File: config.mk
export PLATFORM = sky130hd
export DESIGN_NAME = fetch_queue
export DESIGN_NICKNAME = d
export VERILOG_FILES = /design/src/rtl/fetch_queue.sv
export SDC_FILE = /design/constraint.sdc
export NUM_CORES = 1
export LEC_CHECK = 0
export BUFFER_PORTS_ARGS = -buffer_cell sky130_fd_sc_hd__buf_2
export CORE_MARGIN = 5
export CORE_UTILIZATION = 30
export CTS_BUF_LIST = sky130_fd_sc_hd__clkbuf_4
export CTS_CLUSTER_DIAMETER = 60
export DETAILED_ROUTE_END_ITERATION = 8
export GPL_ROUTABILITY_DRIVEN = 0
export SYNTH_ARGS = -nofsm -noshare
export SYNTH_HDL_FRONTEND = slang
export SYNTH_SLANG_ARGS = --single-unit
File: constraint.sdc
create_clock -name clk -period 2.61 [get_ports clk]
set_input_delay 0.3915 -clock clk [delete_from_list [all_inputs] [get_ports clk]]
set_output_delay 0.3915 -clock clk [all_outputs]
set_load 0.03 [all_outputs]
File: src/rtl/fetch_queue.sv
// Instruction fetch queue: issues PC-stage fetches to imem, tags in-order responses
// with their PC and buffers {pc, instr} for decode. Flush drops queued and in-flight work.
module fetch_queue #(
    parameter int DEPTH = 4
) (
    input  logic        clk,
    input  logic        rst,
    input  logic [31:0] fetch_addr,
    input  logic        fetch_valid,
    output logic        fetch_ready,
    output logic        imem_req,
    output logic [31:0] imem_addr,
    input  logic        imem_gnt,
    input  logic        imem_rvalid,
    input  logic [31:0] imem_rdata,
    input  logic        flush,
    output logic        dec_valid,
    input  logic        dec_ready,
    output logic [31:0] dec_instr,
    output logic [31:0] dec_pc
);
    localparam int AW = $clog2(DEPTH);
    localparam int CW = AW + 1;
    localparam int OW = CW + 1;

    logic [CW-1:0] outstanding, discard, count;
    logic [AW-1:0] wptr, rptr, tag_wptr, tag_rptr;
    logic [DEPTH-1:0][31:0] tag_q, fifo_pc, fifo_instr;

    logic [OW-1:0] occ;
    logic credit, accept, rsp, push, pop;

    // Credit counts in-flight fetches as occupied slots, so a response always has room.
    always_comb begin
        occ         = {1'b0, outstanding} + {1'b0, count};
        credit      = occ < OW'(DEPTH);
        imem_req    = fetch_valid && credit && !flush && !rst;
        fetch_ready = imem_req && imem_gnt;
        accept      = fetch_ready;
        rsp         = imem_rvalid && (outstanding != '0) && !rst;
        push        = rsp && (discard == '0) && !flush;
        dec_valid   = (count != '0) && !rst;
        pop         = dec_valid && dec_ready && !flush;
    end

    assign imem_addr = fetch_addr;
    assign dec_pc    = fifo_pc[rptr];
    assign dec_instr = fifo_instr[rptr];

    always_ff @(posedge clk) begin
        if (rst) begin
            outstanding <= '0;
            discard     <= '0;
            count       <= '0;
            wptr        <= '0;
            rptr        <= '0;
            tag_wptr    <= '0;
            tag_rptr    <= '0;
            tag_q       <= '0;
            fifo_pc     <= '0;
            fifo_instr  <= '0;
        end else begin
            if (accept) begin
                tag_q[tag_wptr] <= fetch_addr;
                tag_wptr        <= tag_wptr + AW'(1);
            end
            // Tags of discarded fetches are still popped so the queue stays aligned.
            if (rsp)
                tag_rptr <= tag_rptr + AW'(1);

            if (accept && !rsp)
                outstanding <= outstanding + CW'(1);
            else if (!accept && rsp)
                outstanding <= outstanding - CW'(1);

            if (flush) begin
                discard <= outstanding - CW'(rsp);
                count   <= '0;
                wptr    <= '0;
                rptr    <= '0;
            end else begin
                if (rsp && discard != '0)
                    discard <= discard - CW'(1);
                if (push) begin
                    fifo_pc[wptr]    <= tag_q[tag_rptr];
                    fifo_instr[wptr] <= imem_rdata;
                    wptr             <= wptr + AW'(1);
                end
                if (pop)
                    rptr <= rptr + AW'(1);
                if (push && !pop)
                    count <= count + CW'(1);
                else if (!push && pop)
                    count <= count - CW'(1);
            end
        end
    end
endmodule

* Yosys cells after proc, flatten, opt, wreduce, memory -nomap -nowiden *
Cells that the tools add are included.
W data, S select, Z words.

storage, ports and cells
  flip-flop bits (word level) = 401
  latch bits = 0
  bits in writable memories = 0
  memory bits (read-only) = 0
  output and inout port bits = 99
  word-level logic and storage cells = 90
  memories = 0

operators by class
  $add $sub $neg = 11
  multiply operators = 0
  div/mod/pow operators = 0
  magnitude comparators = 7
  equality and inequality tests = 0
  shift operators = 0
  mux-type cells = 19
  bitwise logic cells = 1
  reduce and logical (&&, ||, !) cells = 33

operator list
  cell                   number
  $bwmux W128            3
  $bmux W32 S2           3
  $mux W32               5
  $demux W32 S2          2
  $logic_and A1 B1 Y1    18
  $mux W3                6
  $lt A2 B3 Y1 const B   4
  $reduce_bool A3 Y1     3
  $sub A3 B1 Y3 const B  3
  $add A2 B1 Y2 const B  4
  $add A3 B1 Y3 const B  2
  $logic_not A1 Y1       6
  $reduce_bool A2 Y1     3
  $add A3 B3 Y4          1
  $ge A2 B1 Y1 const B   2
  $lt A4 B3 Y1 const B   1
  $logic_not A3 Y1       1
  $sub A3 B1 Y3          1
  $reduce_and A2 Y1      1
  $reduce_or A2 Y1       1
  $not A1 Y1             1

* Longest topological paths before layout *
Gate-level depths: netlist (run 1).

  word-level depth = 10
  gate-level depth with buffers = 11
  depth with buffers taken out = 10

* Least setup slack after synthesis (run 1) *
OpenSTA, ideal clock, no wires.

  kind = flip-flop to flip-flop
  from = reg outstanding[2]
  to = reg outstanding[2]
  arrival time = 2.825 ns
  data required time = 2.540 ns
  path slack = -0.285 ns
  cell stages (with the launch flop) = 11
  buffers on the path = 0
  period minus slack after synthesis = 2.895 ns
  cell sequence = dfxtp_1 -> ha_1 -> nor4b_4 -> nand4_1 -> inv_1 -> ha_1 -> inv_1 -> fa_1 -> xor2_1 -> or3_1 -> a21oi_1

on the way
  cells in the longest elaborated chain, start to end = 9
  elaborated cells between the ends (all ways) = 18
  those cells by class = add/sub (3); order compare (1); mux (2); reduce/logical (12)

RTL lines
  item                                   line  source
  start, declared                        26    logic [CW-1:0] outstanding, discard, count;
  start signal, assigned                 72    outstanding <= outstanding + CW'(1);
  start signal, assigned                 74    outstanding <= outstanding - CW'(1);
  $add A3 B3 Y4 (*)                      35    occ = {1'b0, outstanding} + {1'b0, count};
  $lt A4 B3 Y1 (*)                       36    credit = occ < OW'(DEPTH);
  $logic_and A1 B1 Y1 (*) (3 in series)  37    imem_req = fetch_valid && credit && !flush && !rst;
  $logic_and A1 B1 Y1 (*)                38    fetch_ready = imem_req && imem_gnt;
  named net fetch_ready                  10    output logic fetch_ready,
  $logic_not A1 Y1                       73    else if (!accept && rsp)
  $logic_and A1 B1 Y1                    73
  $reduce_bool A2 Y1 (no source line)    n/a

The timed path passes the listed nets; every way through them passes the cells marked *. The select of a mux whose other input is x is not followed.
A chain may end at the register's enable or synchronous reset.

* Worst setup path after layout (run 1) *
  from = reg rptr[0]
  to = out dec_pc[20]

on the way
  cells in the longest elaborated chain, start to end = 2

RTL lines
  item                            line  source
  start, declared                 27    logic [AW-1:0] wptr, rptr, tag_wptr, tag_rptr;
  start signal, assigned          90    rptr <= rptr + AW'(1);
  $bmux W32 S2                    47    assign dec_pc = fifo_pc[rptr];
  $mux W32 (implied by the code)  47
  end, declared                   20    output logic [31:0] dec_pc

No other way between the ends. The select of a mux whose other input is x is not followed.

==> impl_metrics.csv, run 1 <==
group,metric,value,unit
setup_path,path_max_fanout,17,
placed_design,placedCellCount,2602,
floorplanning,die-height,249.5,um
timing,finalSetupViolCount,30,
placed_design,dpl_cell_area,18470,sq um
logic_synthesis,synthArstFlopShare,0,
floorplanning,fp.dieW,249.5,um
setup_path,r2r_cells,10,
finish,layout.cells.non_filler,2874,
route,initialDrtViolationCount,951,
setup_path,rrSetupSlack,180,ps
route,wirelength,47140,um
timing,hold_viol,0,
timing,layout_min_cycle_time,2656,ps
placed_design,hpwl,28570,um
logic_synthesis,ys_ff_latch,401,
timing,finalCritPeriodShare,1.018,
setup_path,cp_cell_sequence,"buf_16 -> mux4_2 -> buf_6",
worst_hold_path,hold_end,"tag_wptr[0]",
floorplanning,start_util,0.3041,
cts,insertion_delay,840,ps
finish,fin_nets,2125,
pwr,cellInternalPower,9384,uW
route,avgRoutedWirePerCell,16.40,um
global_route,grt_pass1_vias,13850,
run,cap_violations,0,
route,avgViaCountPerCell,4.758,
finish,post_route_cells_drive_above_1_share,0.2428,
setup_path,cp_num_buf_inv,2,
global_route,overflow,0,
logic_synthesis,ys_warn_count,0,
cts,clockBufferDepth,3,
global_route,grt_max_degree,242,
finish,finish.utilization,0.3742,
global_route,grt_pass1_wl,74660,um
logic_synthesis,syn_avg_cell_area,9.530,sq um
timing,rsz0062_at_grt,"yes",
cts,root_buffer,"clkbuf_4",
status,status,"finished with violations",
timing,skew,47.11,ps
setup_path,worstSetupStartpoint,"rptr[0]",
finish,syn_to_final_growth,23.06,%
logic_synthesis,ys_seq_area_frac,0.4664,
setup_path,worst_path_largest_cell_delay,610,ps
cts,cts_sinks,401,
pwr,p_leak,0.008380,uW
global_route,antenna_found_initial,1,
pwr,ir_worst_vdd,0.3239,mV
placed_design,port_buffers,169,
setup_path,cp_data_required_time,2220,ps
status,violations,"setup timing",
floorplanning,rows,87,
pwr,p_comb_frac,0.070,
timing,setup_ws,-46.27,ps
route,vias,13680,
cts,clkSlewWorstSetupHoldPaths,60,ps
setup_path,end_kind,"primary output",
route,drt-pass1-iter-count,5,
pwr,swShare,0.2509,
setup_path,cp_slowest_cell,"mux4_2",
finish,finalInstanceArea,21180,sq um
pwr,clkPwrFrac,0.435,
floorplanning,io_pins,170,
setup_path,worst_setup_path_start_kind,"flop",
pwr,p_switching,3143,uW
timing,timing.slew.headroom,0.1481,
cts,cts_tree,"built",
logic_synthesis,synth.distinct_cells,36,
timing,clock.fmax,376.5,MHz
setup_path,r2r_end,"outstanding[2]",
worst_hold_path,hold_path.startpoint,"imem_gnt",
setup_path,crit_type,"reg2out",
setup_path,path_delay_family,"multiplexers",
finish,fillers,5627,
route,ant_nets,0,
floorplanning,die-area,62260,sq um
pwr,power,12530,uW
cts,htreeDepth,3,
setup_path,r2r_start,"outstanding[2]",
route,drcViolationCount,0,
cts,cts_buffers,106,
timing,drv_slew,0,
pwr,p_per_area,591.5,nW/um^2
pwr,seqPwrFrac,0.495,
logic_synthesis,ys.flop_type,"dfxtp_1",
logic_synthesis,syn_inst,1806,
setup_path,crit_arrival,2260,ps
floorplanning,core,56600,sq um
timing,worst_slew_pin_slew,1278,ps
timing,final.setup.tns,-496.2,ps
logic_synthesis,syn-cell-area,17210,sq um
global_route,globalRouteTotalUtil,0.1475,
logic_synthesis,synth_edf_count,0,
logic_synthesis,syn_nets,1895,
worst_hold_path,whs_path_depth,5,
worst_hold_path,min_path_type,"in2reg",
==> power by group through the flow <==
stage / clock network (uW) / registers, uW / logic (uW)
2_1_floorplan: 0 / 6320 / 545
3_3_place_gp: 0 / 6340 / 746
3_5_place_dp: 0 / 6340 / 760
4_1_cts: 5670 / 6200 / 869
5_1_grt: 6000 / 6200 / 952
6_report: 5450 / 6200 / 878
==> metrics by stage <==
step	hold WS (ps)	setup slack (ps)
4_1_cts	8.647	-178.1
2_1_floorplan	433.1	24.62
3_3_place_gp	438.3	205.8
6_report	140.4	-46.27
3_5_place_dp	443.8	172.8
5_1_grt	81.93	-184.7
==> cells in the final DEF (no fill, tap or decap), types with 3 or more instances in the layout <==
| cell type | count |
|---|---|
| nand4_1 | 3 |
| mux2i_1 | 132 |
| clkbuf_4 | 151 |
| nor2_1 | 143 |
| a21oi_1 | 261 |
| nor3_1 | 3 |
| nor2b_1 | 3 |
| nor3b_2 | 4 |
| buf_4 | 31 |
| nand4_4 | 7 |
| clkinv_2 | 7 |
| buf_16 | 7 |
| nand3_1 | 3 |
| and2_1 | 4 |
| dfxtp_4 | 5 |
| buf_6 | 69 |
| or3_1 | 4 |
| xor2_1 | 8 |
| inv_1 | 12 |
| mux4_2 | 96 |
| and4_4 | 4 |
| dfxtp_2 | 3 |
| ha_1 | 13 |
| nand2_1 | 512 |
| buf_12 | 12 |
| xnor2_1 | 5 |
| inv_6 | 3 |
| dlygate4sd3_1 | 68 |
| dfxtp_1 | 393 |
| clkinv_1 | 25 |
| buf_2 | 102 |
| ha_4 | 3 |
==> cells in the mapped netlist, types with 2 or more instances <==
master    number  share of area
mux4_2        96           0.13
buf_2         39          0.011
a21oi_1      261          0.076
nand4_1        3         0.0011
nor2b_1        3         0.0011
nor2_1       143          0.031
nand4_4        4         0.0049
nor3b_2        4         0.0029
clkbuf_1      52          0.011
xnor2_1        5         0.0025
and2_1         4         0.0015
dfxtp_1      401           0.47
o21a_1         2        0.00087
buf_6         34          0.022
inv_1         13         0.0028
nand2b_1       2        0.00073
or3_1          4         0.0015
nand2_1      512           0.11
xor2_1         8         0.0041
buf_1          3        0.00065
nand3_1        3        0.00087
mux2i_1      132          0.077
fa_1           2         0.0023
nor3_1         3        0.00087
buf_4         40          0.017
ha_1          16          0.012
and4_1         4         0.0020
nand4_2        4         0.0029
o21ai_0        2        0.00058
==> what timing repair did <==
item	in CTS	in global routing
endpoints found under the hold margin	265	0
resized for setup	141	5
pin swaps	1	2
hold buffers	68	0
endpoints found under the setup margin	66	67
gates cloned	4	0
setup buffers	7	3
==> cells by family after synthesis <==
group                      Yosys count  synth area share
xor gates and xnor gates            13          0.006615
DFF                                401            0.4664
muxes                              228            0.2024
AOI/OAI and AO/OA                  268           0.07880
and+or+nand+nor                    697            0.1660
adders and majority gates           18           0.01396
buffers and inverters              181           0.06586
==> metal layers <==
metal	global-route usage	part of all wire	up-vias
met5	0	0	-
met2	0.2538	0.49	408
li1	-	-	6605
met1	0.1814	0.43	6586
met3	0.03581	0.063	76
met4	0.05064	0.021	0
==> layout make-up <==
type                    instances  area, sq um  share of cell area
diodes                          1        2.502           0.0001181
clock buffers                 151         1134             0.05352
clock inverters                38        224.0             0.01057
inverters                      13        48.80            0.002304
multi-input cells            1224         8127              0.3837
flip-flops and latches        401         8050              0.3801
well taps                     756        945.9             0.04466
repair buffers                290         2649              0.1251
==> sequential cells by signal, indices dropped and copies added, names as in the netlist <==
name,flops
count,3
discard,3
fifo_instr,128
fifo_pc,128
outstanding,3
rptr,2
tag_q,128
tag_rptr,2
tag_wptr,2
wptr,2
==> tightest hold or removal path, cell delays in order <==
cell and delay (ps):
buf_2 120, nand4_1 120, buf_4 130, xnor2_1 60
nor2_1 70
==> worst max path at each step <==
| stage | end | cells past startpoint |
|---|---|---|
| after floorplan | outstanding[2] | 10 |
| after global placement | count[2] | 10 |
| after detailed placement | count[2] | 10 |
| after CTS | dec_pc[26] | 4 |
| after global routing | dec_pc[25] | 4 |
| final | dec_pc[20] | 3 |
Power figures use the tool's default switching activity.
==> inputs of run 2 (changes only) <==
Settings changed: REMOVE_ABC_BUFFERS from default to 1.
==> impl_metrics.csv, run 2 (synthesis results as in run 1) <==
group,metric,value,unit
status,status,"finished with violations",
status,violations,"setup timing",
placed_design,placedCellCount,2607,
setup_path,path_max_fanout,10,
placed_design,hpwl,28070,um
timing,final.setup.tns,-1157,ps
cts,cts_sinks,401,
route,avgRoutedWirePerCell,16.79,um
pwr,power,12840,uW
setup_path,crit_type,"reg2out",
timing,skew,63.91,ps
route,wirelength,48510,um
setup_path,cp_slowest_cell,"mux4_2",
setup_path,path_delay_family,"multiplexers",
finish,post_route_cells_drive_above_1_share,0.2556,
floorplanning,rows,87,
floorplanning,die-area,62260,sq um
cts,clockBufferDepth,3,
timing,drv_slew,0,
setup_path,cp_data_required_time,2220,ps
finish,final_cell_mix,"nand2_1, dfxtp_1, a21oi_1",
pwr,ir_worst_vdd,0.3471,mV
cts,cts_buffers,108,
timing,rsz0062_at_grt,"yes",
placed_design,port_buffers,169,
placed_design,place_worst_setup_slack,89.24,ps
timing,setup_ws,-62.10,ps
route,drt-met1-wl,20600,um
setup_path,cp_num_buf_inv,3,
route,initialDrtViolationCount,815,
route,dr_wl_met2,23870,um
global_route,globalRouteTotalUtil,0.1507,
route,drt-pass1-iter-count,5,
pwr,p_per_area,599.9,nW/um^2
timing,layout_min_cycle_time,2672,ps
floorplanning,core,56600,sq um
cts,cts_tree,"built",
global_route,overflow,0,
timing,timing.slew.headroom,0.1949,
floorplanning,die-height,249.5,um
route,avgViaCountPerCell,4.801,
setup_path,worst_setup_path_start_kind,"flop",
global_route,grt_pass1_wl,75980,um
setup_path,crit_arrival,2280,ps
cts,clkSlewWorstSetupHoldPaths,60,ps
cts,insertion_delay,840,ps
route,vias,13870,
finish,fillers,5580,
setup_path,cp_cell_sequence,"buf_4 -> buf_16 -> mux4_2 -> buf_6",
floorplanning,fp.dieW,249.5,um
timing,clock.fmax,374.2,MHz
route,routed.top_layer,"met4",
global_route,grt_max_degree,216,
finish,fin_nets,2142,
finish,syn_to_final_growth,24.37,%
finish,layout_commonest_cell,"nand2_1",
cts,root_buffer,"clkbuf_4",
finish,top_regs,"fifo_instr x128, fifo_pc x128, tag_q x128",
floorplanning,io_pins,170,
timing,hold_viol,0,
floorplanning,start_util,0.3041,
cts,htreeDepth,3,
worst_hold_path,min_path_type,"in2reg",
route,drcViolationCount,0,
timing,whs,361.4,ps
pwr,p_leak,0.008488,uW
global_route,antenna_found_initial,1,
timing,finalSetupViolCount,40,
route,ant_nets,0,
global_route,grt_pass1_vias,14290,
route,route.met3.wl,3028,um
setup_path,worst_path_largest_cell_delay,570,ps
finish,layout.cells.non_filler,2889,
run,cap_violations,0,
setup_path,end_kind,"primary output",
timing,finalCritPeriodShare,1.024,
timing,worst_slew_pin_slew,1208,ps
==> run 2: cell count changes in the layout (fill, tap and decap cells not counted), sizes merged <==
| cell | previous run | this run |
|---|---|---|
| buf | 222 | 234 |
| bufinv | 2 | 3 |
| clkbuf | 151 | 169 |
| clkinv | 33 | 16 |
| clkinvlp | 0 | 1 |
==> run 2: repair_timing <==
item | CTS | global route
pin swaps | 3 | 6
setup endpoints to repair | 66 | 69
hold buffers | 68 | 0
resized for setup | 147 | 10
buffers inserted | 17 | 5
hold endpoints to repair | 270 | 0
cloned | 3 | 4
==> run 2: layout make-up <==
type                            instances  area (sq um)  area share
Clock buffer                          166          1246     0.05822
Sequential cell                       401          8046      0.3759
Tap cell                              756         945.9     0.04419
Timing Repair Buffer                  305          2783      0.1300
Inverter                               13         48.80    0.002280
Multi-Input combinational cell       1224          8149      0.3807
Antenna cell                            1         2.502   0.0001169
Clock inverter                         23         183.9    0.008592
==> run 2: per-stage QoR <==
| step | cell area, sq um | utilization |
|---|---|---|
| after floorplan | 16130 | - |
| after global placement | 18490 | 0.3267 |
| after detailed placement | 18490 | 0.3267 |
| after CTS | 21300 | 0.3762 |
| after global routing | 21410 | 0.3782 |
| final | 21410 | 0.3782 |
==> run 2: power breakdown <==
part	internal [uW]	switching, uW
sequential	6160	49.3
clock	3170	2580
combinational	357	526
==> run 2: layer usage <==
metal,vias up,GRT usage
li1,6645,-
met1,6736,0.1860
met2,402,0.2571
met3,87,0.03800
met4,0,0.05221
met5,-,0
==> run 2: worst min-delay path, delay by kind of cell <==
kind / cells / cell delay [ps]
and+or+nand+nor: 2 / 200
buffers and inverters: 3 / 340
xor gates and xnor gates: 1 / 70
adders and majority gates: 1 / 150
==> run 2: worst paths after layout <==
check                            startpoint              to  slack (ps)  cells after the start
worst max-delay path                rptr[0]       dec_pc[8]         -60                      4
worst min register to register  fifo_pc[91]     fifo_pc[91]         450                      2
worst min-delay path               imem_gnt  outstanding[0]         360                      7
worst max register to register     count[1]     tag_wptr[1]         120                     14
